`config.mk`:
```
export PLATFORM = sky130hd
export DESIGN_NAME = xheep_fpga_rst_seq
export DESIGN_NICKNAME = d
export VERILOG_FILES = /design/src/rtl/xheep_fpga_pkg.sv /design/src/rtl/sync.sv /design/src/rtl/xheep_fpga_sync_filter.sv /design/src/rtl/xheep_fpga_rst_seq.sv
export SDC_FILE = /design/constraint.sdc
export NUM_CORES = 1
export LEC_CHECK = 0
export ABC_AREA = 1
export CAP_MARGIN = 20
export CELL_PAD_IN_SITES_DETAIL_PLACEMENT = 0
export CELL_PAD_IN_SITES_GLOBAL_PLACEMENT = 1
export CORE_ASPECT_RATIO = 2
export CORE_UTILIZATION = 38
export CTS_BUF_LIST = sky130_fd_sc_hd__clkbuf_4
export DETAILED_ROUTE_END_ITERATION = 16
export HOLD_SLACK_MARGIN = 0.12
export PLACE_DENSITY_LB_ADDON = 0.08
export SYNTH_ARGS = -nofsm -noshare
export SYNTH_HDL_FRONTEND = slang
export SYNTH_HIERARCHICAL = 1
export SYNTH_SLANG_ARGS = --single-unit
export TNS_END_PERCENT = 30
```
`constraint.sdc`:
```
create_clock -name clk_gen -period 2.6 [get_ports clk_gen]
set_input_delay 0.52 -clock clk_gen [delete_from_list [all_inputs] [get_ports clk_gen]]
set_output_delay 0.52 -clock clk_gen [all_outputs]
set_load 0.005 [all_outputs]
```
`src/rtl/xheep_fpga_pkg.sv`:
```
// Shared types and widths for the FPGA reset/boot sequencer.
package xheep_fpga_pkg;

  typedef enum logic [1:0] {
    HOLD,
    RUN,
    EXITED
  } rst_seq_state_e;

  localparam int unsigned EXIT_VALUE_W   = 32;
  localparam int unsigned SOFT_RST_CNT_W = 8;

endpackage

```
`src/rtl/sync.sv`:
```
// Plain 2-flop synchronizer cell with a configurable reset value.
module sync #(
  parameter logic RESET_VALUE = 1'b0
) (
  input  logic clk_gen,
  input  logic rst_n,
  input  logic d_i,
  output logic q_o
);

  logic meta_q;

  always_ff @(posedge clk_gen or negedge rst_n) begin
    if (!rst_n) begin
      meta_q <= RESET_VALUE;
      q_o    <= RESET_VALUE;
    end else begin
      meta_q <= d_i;
      q_o    <= meta_q;
    end
  end

endmodule

```
`src/rtl/xheep_fpga_sync_filter.sv`:
```
// Synchronizes an active-low request and accepts it only after FILTER_CYCLES stable-low cycles.
module xheep_fpga_sync_filter #(
  parameter int unsigned FILTER_CYCLES = 4,
  parameter logic        RESET_VALUE   = 1'b1
) (
  input  logic clk_gen,
  input  logic rst_n,
  input  logic async_ni,
  output logic req_no
);

  localparam logic [7:0] LastCnt = 8'(FILTER_CYCLES - 1);

  logic       sync_n;
  logic [7:0] low_cnt_q, low_cnt_d;
  logic       req_n_q, req_n_d;

  sync #(
    .RESET_VALUE(RESET_VALUE)
  ) u_sync (
    .clk_gen(clk_gen),
    .rst_n  (rst_n),
    .d_i    (async_ni),
    .q_o    (sync_n)
  );

  // low_cnt_q holds the number of consecutive low samples already seen.
  always_comb begin
    low_cnt_d = low_cnt_q;
    req_n_d   = req_n_q;
    if (sync_n) begin
      low_cnt_d = '0;
      req_n_d   = 1'b1;
    end else if (low_cnt_q == LastCnt) begin
      req_n_d = 1'b0;
    end else begin
      low_cnt_d = low_cnt_q + 8'd1;
    end
  end

  always_ff @(posedge clk_gen or negedge rst_n) begin
    if (!rst_n) begin
      low_cnt_q <= '0;
      req_n_q   <= 1'b1;
    end else begin
      low_cnt_q <= low_cnt_d;
      req_n_q   <= req_n_d;
    end
  end

  assign req_no = req_n_q;

endmodule

```
`src/rtl/xheep_fpga_rst_seq.sv`:
```
// Reset/boot sequencer in front of x_heep_system: minimum reset pulse, frozen straps, exit status.
// Define XHEEP_PS_CTRL_EN to take the soft reset and straps from the PS instead of board pins.
module xheep_fpga_rst_seq
  import xheep_fpga_pkg::*;
#(
  parameter int unsigned RST_HOLD_CYCLES = 1024,
  parameter int unsigned FILTER_CYCLES   = 4
) (
  input  logic                      clk_gen,
  input  logic                      rst_n,
  input  logic                      ps_rst_ni,
  input  logic                      ps_boot_select_i,
  input  logic                      ps_exec_flash_i,
  input  logic                      board_boot_select_i,
  input  logic                      board_exec_flash_i,
  input  logic                      exit_valid_i,
  input  logic [EXIT_VALUE_W-1:0]   exit_value_i,
  output logic                      sys_rst_no,
  output logic                      boot_select_o,
  output logic                      execute_from_flash_o,
  output logic                      status_valid_o,
  output logic [EXIT_VALUE_W-1:0]   status_value_o,
  output logic [SOFT_RST_CNT_W-1:0] soft_rst_count_o
);

  localparam logic [15:0] HoldLast = 16'(RST_HOLD_CYCLES - 1);
  localparam logic [SOFT_RST_CNT_W-1:0] SoftCntOne = 1;

  logic boot_sync, exec_sync, req_n;

`ifdef XHEEP_PS_CTRL_EN
  sync #(
    .RESET_VALUE(1'b0)
  ) u_boot_sync (
    .clk_gen(clk_gen),
    .rst_n  (rst_n),
    .d_i    (ps_boot_select_i),
    .q_o    (boot_sync)
  );

  sync #(
    .RESET_VALUE(1'b0)
  ) u_exec_sync (
    .clk_gen(clk_gen),
    .rst_n  (rst_n),
    .d_i    (ps_exec_flash_i),
    .q_o    (exec_sync)
  );

  xheep_fpga_sync_filter #(
    .FILTER_CYCLES(FILTER_CYCLES),
    .RESET_VALUE  (1'b1)
  ) u_ps_rst_filter (
    .clk_gen (clk_gen),
    .rst_n   (rst_n),
    .async_ni(ps_rst_ni),
    .req_no  (req_n)
  );

  logic unused_board;
  assign unused_board = ^{board_boot_select_i, board_exec_flash_i};
`else
  sync #(
    .RESET_VALUE(1'b0)
  ) u_boot_sync (
    .clk_gen(clk_gen),
    .rst_n  (rst_n),
    .d_i    (board_boot_select_i),
    .q_o    (boot_sync)
  );

  sync #(
    .RESET_VALUE(1'b0)
  ) u_exec_sync (
    .clk_gen(clk_gen),
    .rst_n  (rst_n),
    .d_i    (board_exec_flash_i),
    .q_o    (exec_sync)
  );

  assign req_n = 1'b1;

  logic unused_ps;
  assign unused_ps = ^{ps_rst_ni, ps_boot_select_i, ps_exec_flash_i, 8'(FILTER_CYCLES)};
`endif

  rst_seq_state_e            state_q, state_d;
  logic [15:0]               hold_cnt_q, hold_cnt_d;
  logic                      sys_rst_n_q, sys_rst_n_d;
  logic                      boot_q, boot_d, exec_q, exec_d;
  logic                      status_valid_q, status_valid_d;
  logic [EXIT_VALUE_W-1:0]   status_value_q, status_value_d;
  logic [SOFT_RST_CNT_W-1:0] soft_cnt_q, soft_cnt_d;
  logic                      enter_hold;

  always_comb begin
    state_d        = state_q;
    hold_cnt_d     = hold_cnt_q;
    boot_d         = boot_q;
    exec_d         = exec_q;
    status_valid_d = status_valid_q;
    status_value_d = status_value_q;
    soft_cnt_d     = soft_cnt_q;
    enter_hold     = 1'b0;

    unique case (state_q)
      HOLD: begin
        if (!req_n) begin
          hold_cnt_d = '0;
        end else if (hold_cnt_q == HoldLast) begin
          state_d    = RUN;
          hold_cnt_d = '0;
          boot_d     = boot_sync;
          exec_d     = exec_sync;
        end else begin
          hold_cnt_d = hold_cnt_q + 16'd1;
        end
      end
      // A reset request outranks a simultaneous exit.
      RUN: begin
        if (!req_n) begin
          enter_hold = 1'b1;
        end else if (exit_valid_i) begin
          state_d        = EXITED;
          status_valid_d = 1'b1;
          status_value_d = exit_value_i;
        end
      end
      EXITED: begin
        if (!req_n) enter_hold = 1'b1;
      end
      default: state_d = HOLD;
    endcase

    if (enter_hold) begin
      state_d        = HOLD;
      hold_cnt_d     = '0;
      status_valid_d = 1'b0;
      status_value_d = '0;
      if (soft_cnt_q != '1) soft_cnt_d = soft_cnt_q + SoftCntOne;
    end

    sys_rst_n_d = (state_d != HOLD);
  end

  always_ff @(posedge clk_gen or negedge rst_n) begin
    if (!rst_n) begin
      state_q        <= HOLD;
      hold_cnt_q     <= '0;
      sys_rst_n_q    <= 1'b0;
      boot_q         <= 1'b0;
      exec_q         <= 1'b0;
      status_valid_q <= 1'b0;
      status_value_q <= '0;
      soft_cnt_q     <= '0;
    end else begin
      state_q        <= state_d;
      hold_cnt_q     <= hold_cnt_d;
      sys_rst_n_q    <= sys_rst_n_d;
      boot_q         <= boot_d;
      exec_q         <= exec_d;
      status_valid_q <= status_valid_d;
      status_value_q <= status_value_d;
      soft_cnt_q     <= soft_cnt_d;
    end
  end

  assign sys_rst_no           = sys_rst_n_q;
  assign boot_select_o        = boot_q;
  assign execute_from_flash_o = exec_q;
  assign status_valid_o       = status_valid_q;
  assign status_value_o       = status_value_q;
  assign soft_rst_count_o     = soft_cnt_q;

endmodule
```
# Yosys cells after proc, flatten, opt, wreduce, memory -nomap -nowiden
# Index checks and enable logic that the tools add are counted.
# W data, S select, Z words.
[classes] muxes=4 reduce_logical=4 eq_ne=3 addsub=1
[op_table] cell="$add A16 B1 Y16 const B" count=1
[op_table] cell="$eq A16 B10 Y1 const B" count=1
[op_table] cell="$mux W16" count=1
[op_table] cell="$pmux W2 S3" count=1
[op_table] cell="$mux W2" count=2
[op_table] cell="$reduce_and A2 Y1" count=2
[op_table] cell="$eq A2 B1 Y1 const B" count=1
[op_table] cell="$eq A2 B2 Y1 const B" count=1
[op_table] cell="$logic_not A2 Y1" count=1
[op_table] cell="$reduce_bool A2 Y1" count=1
[word_totals] wordCells=23 input_bits=40 reg_bits=58

# Logic depth before layout (Yosys ltp)
[logic_depth] ltp_word=4 depth_mapped=9

# Hierarchy
# Netlist, hierarchy kept.
[modules_own_cells] mod="xheep_fpga_rst_seq" cells_per_inst=244 area_each_um2=2474.9 instances=1
[modules_own_cells] mod="sync" cells_per_inst=2 area_each_um2=50.0 instances=2

# Worst setup path before layout
# No wires, ideal clock.
[synth_timing] path_kind="input port to flip-flop" startpoint="in exit_valid_i" endpoint="reg status_value_q[10], in the netlist status_value_o[10]" setup_slack_ps=1380 path_buffers=1 required_ps=2475 arrival_time_ps=1096 setup_time_ps=125 cell_stages=3 cell_sequence="nand3_4 > buf_6 > mux2_2"
[synth_via] elab_chain_cells=1
[synth_rtl] element="start, declared" line="xheep_fpga_rst_seq.sv:16" text="input logic exit_valid_i,"
[synth_rtl] element="$reduce_and A2 Y1 (no source line)"
[synth_rtl] element="end signal, assigned" line="xheep_fpga_rst_seq.sv:163" text="status_value_q <= status_value_d;"
[synth_rtl] element="end, declared" line="xheep_fpga_rst_seq.sv:92" text="logic [EXIT_VALUE_W-1:0] status_value_q, status_value_d;"
# No other way between the ends.
# A chain may end at the register's enable or synchronous reset.

# Worst setup path after layout
[layout_timing] startpoint="reg status_value_q[5], in the netlist status_value_o[5]" endpoint="out status_value_o[5]"
[layout_lines] element="end, declared" line="xheep_fpga_rst_seq.sv:22" text="output logic [EXIT_VALUE_W-1:0] status_value_o,"
# No word-level cell between the ends.

==> run summary <==
Vias/cell -> 4.49
#FFs+latches synth -> 58
Hold Buf Count CTS -> 0
Largest net degree at the start of global routing -> 59
Cell family with most CP delay -> buffers and inverters
Critical path class -> reg -> out
Vias in the first global route -> 1971
CTS Sinks -> 58
CTS Root Cell -> clkbuf_4
Clock-pin slew on the worst setup and hold paths -> 0.10 ns
Pleak -> 0.00181 uW
Cell count after synthesis -> 248
Unrepaired setup endpoints after global routing -> no
Share of the yosys chip area belonging to registers -> 56.4%
Worst Path Arrival -> 1.30 ns
Design Power -> 1610 uW
Yosys warns -> 6
H-tree levels -> 3
Mapped Avg Cell Area -> 10.4 sq um
Mapped cell area -> 2570 sq um
Die area -> 7130 sq um
Number of I/O port buffers -> 72
Cell Rows -> 42
TritonCTS clock tree -> yes
Met1 usage -> 19.8%
Worst EP required -> 2.08 ns
Most frequent cells in the layout -> clkdlybuf4s50_1, dfrtp_1, nand2_1
Max Freq -> 549 MHz
Max-Slew Margin vs Limit -> 49.8%
Nets@finish -> 371
PostCTS Resize Cnt -> 0
VDD IR max -> 0.000346 V
Fin crit period -> 1.82 ns
Met3 usage -> 7.22%
Slowest CP cell -> clkdlybuf4s50_1
Final hold vios -> 0
Max-cap violations -> 0
Worst path bufs/invs -> 1
Worst min path class -> in -> async
Clock power frac -> 39.1%
Comb pwr share -> 4.6%
1st-pass router iterations -> 4
Remaining global-route overflow -> 0
Number of flip-flops in the largest register -> 32
Final WL -> 5.53 mm
Post-route cell area -> 3480 sq um
Crit path max fanout -> 2
Global route hottest layer -> met2
Final setup vio count -> 0
IO Count -> 84
Post-synth top area cell -> dfrtp_1
Placed standard-cell area -> 3360 sq um
DR DRC count -> 0
Sw Ratio -> 21.9%
Layout cells sized above 1 -> 16.5%
Synth top area cells -> dfrtp_1, mux2_2, nand2_1
Met2 GRT Util -> 28.6%
Post-CTS setup buffer count -> 0
Antenna Nets Post-Route -> 0
Synth-to-Final Area Change -> 35.3%
Worst-Skew Late Latency -> 0.42 ns
Startpoint Class -> register
Initial core utilization -> 39.2%
Die Y -> 118 um
CTS Buf Count -> 9
Least-Margin Pin Slew -> 0.753 ns
First-pass GRT wire length -> 9.32 mm
Status -> complete, no violations
HPWL Detailed -> 4.03 mm
Synth unique cells -> 23
Max incr delay on CP -> 0.52 ns
Slew Viols, Final -> 0
Seq pwr share -> 56.3%
Avg WL per Cell -> 13.1 um
Initial antenna violation count -> 1
Clock Skew -> 0.0194 ns
CP Capture Type -> output pin
GRT Overall Usage -> 18.4%
Fin util -> 53.0%
Commonest non-fill, non-tap cell in the layout -> clkdlybuf4s50_1
CORE AREA -> 6570 sq um
PwrDens -> 461 nW/um^2
CP Cell Sequence -> clkdlybuf4s50_1
Tcrit/Tclk final -> 70.1%
Maximum root-to-sink buffer count -> 2
Via count -> 1900
Routability cong. -> 0.823
Internal power -> 1260 uW
Final Hold Slack -> 0.238 ns
Sum Neg Setup Slack -> 0 ns
Post-synth top area share -> 56.4%
Width of the die -> 60.2 um
Net load switching power -> 352 uW
Starting DRT DRC Count -> 51
stage by stage:
stage / setup slack (ns) / std cells
after CTS: 0.737 / 422
after floorplan: 1.38 / 255
final: 0.777 / 423
after global placement: 0.574 / 407
after global routing: 0.700 / 423
after detailed placement: 0.563 / 407
power by group through the flow:
stage | Sequential [uW] | Combinational [uW] | Clock [uW]
2_1_floorplan | 923 | 12.0 | 0
3_3_place_gp | 923 | 75.2 | 0
3_5_place_dp | 923 | 76.5 | 0
4_1_cts | 905 | 76.2 | 652
5_1_grt | 906 | 82.2 | 703
6_report | 905 | 73.9 | 628
layout make-up:
type / count / area (sq um)
diodes: 1 / 2.50
repair buffers: 75 / 738
clock buffers: 11 / 82.6
clock inverters: 4 / 43.8
inverters: 33 / 124
multi-input cells: 153 / 932
well taps: 88 / 110
fillers: 634 / 3080
flip-flops and latches: 58 / 1450
cells by family after synthesis:
logic type / share of synthesized area [%]
AO/OA/AOI/OAI: 0.583
XOR/XNOR: 1.70
adder cells (fa/ha/maj): 0.486
buffers and inverters: 8.45
flip-flops: 56.4
multiplexers: 14.0
other: 0.146
AND/OR/NAND/NOR: 18.3
synthesized netlist by cell type:
library cell	count
mux2_2	30
nand2_4	1
nand2_1	53
xor2_1	4
dfrtp_1	58
mux2_1	2
nor2_4	2
conb_1	1
nand3_4	1
inv_2	1
ha_1	1
nor3_1	1
nand3_1	13
o21ai_0	3
xnor2_1	1
inv_1	32
nand3b_1	2
nand4_1	4
nor2_1	25
buf_4	8
or2_2	1
nand3_2	1
buf_6	3
final timing paths:
path / start / slack, ns / cells past startpoint / end
min: rst_n / 0.24 / 2 / status_value_o[22]$_DFFE_PN0P_
min reg2reg: u_boot_sync/meta_q$_DFF_PN0_ / 0.35 / 0 / u_boot_sync/q_o$_DFF_PN0_
max reg2reg: state_q[0]$_DFF_PN0_ / 1.11 / 4 / hold_cnt_q[10]$_DFFE_PN0P_
min in group clk_gen: u_boot_sync/meta_q$_DFF_PN0_ / 0.35 / 0 / u_boot_sync/q_o$_DFF_PN0_
max in group asynchronous: rst_n / 1.85 / 2 / status_value_o[31]$_DFFE_PN0P_
max: status_value_o[5]$_DFFE_PN0P_ / 0.78 / 1 / status_value_o[5]
routing by layer:
layer / vias up / routed length [um]
li1: 930 / -
met1: 900 / 2090
met2: 58 / 2920
met3: 12 / 330
met4: 0 / 195
met5: - / 0
(Power assumes the default switching activity.)
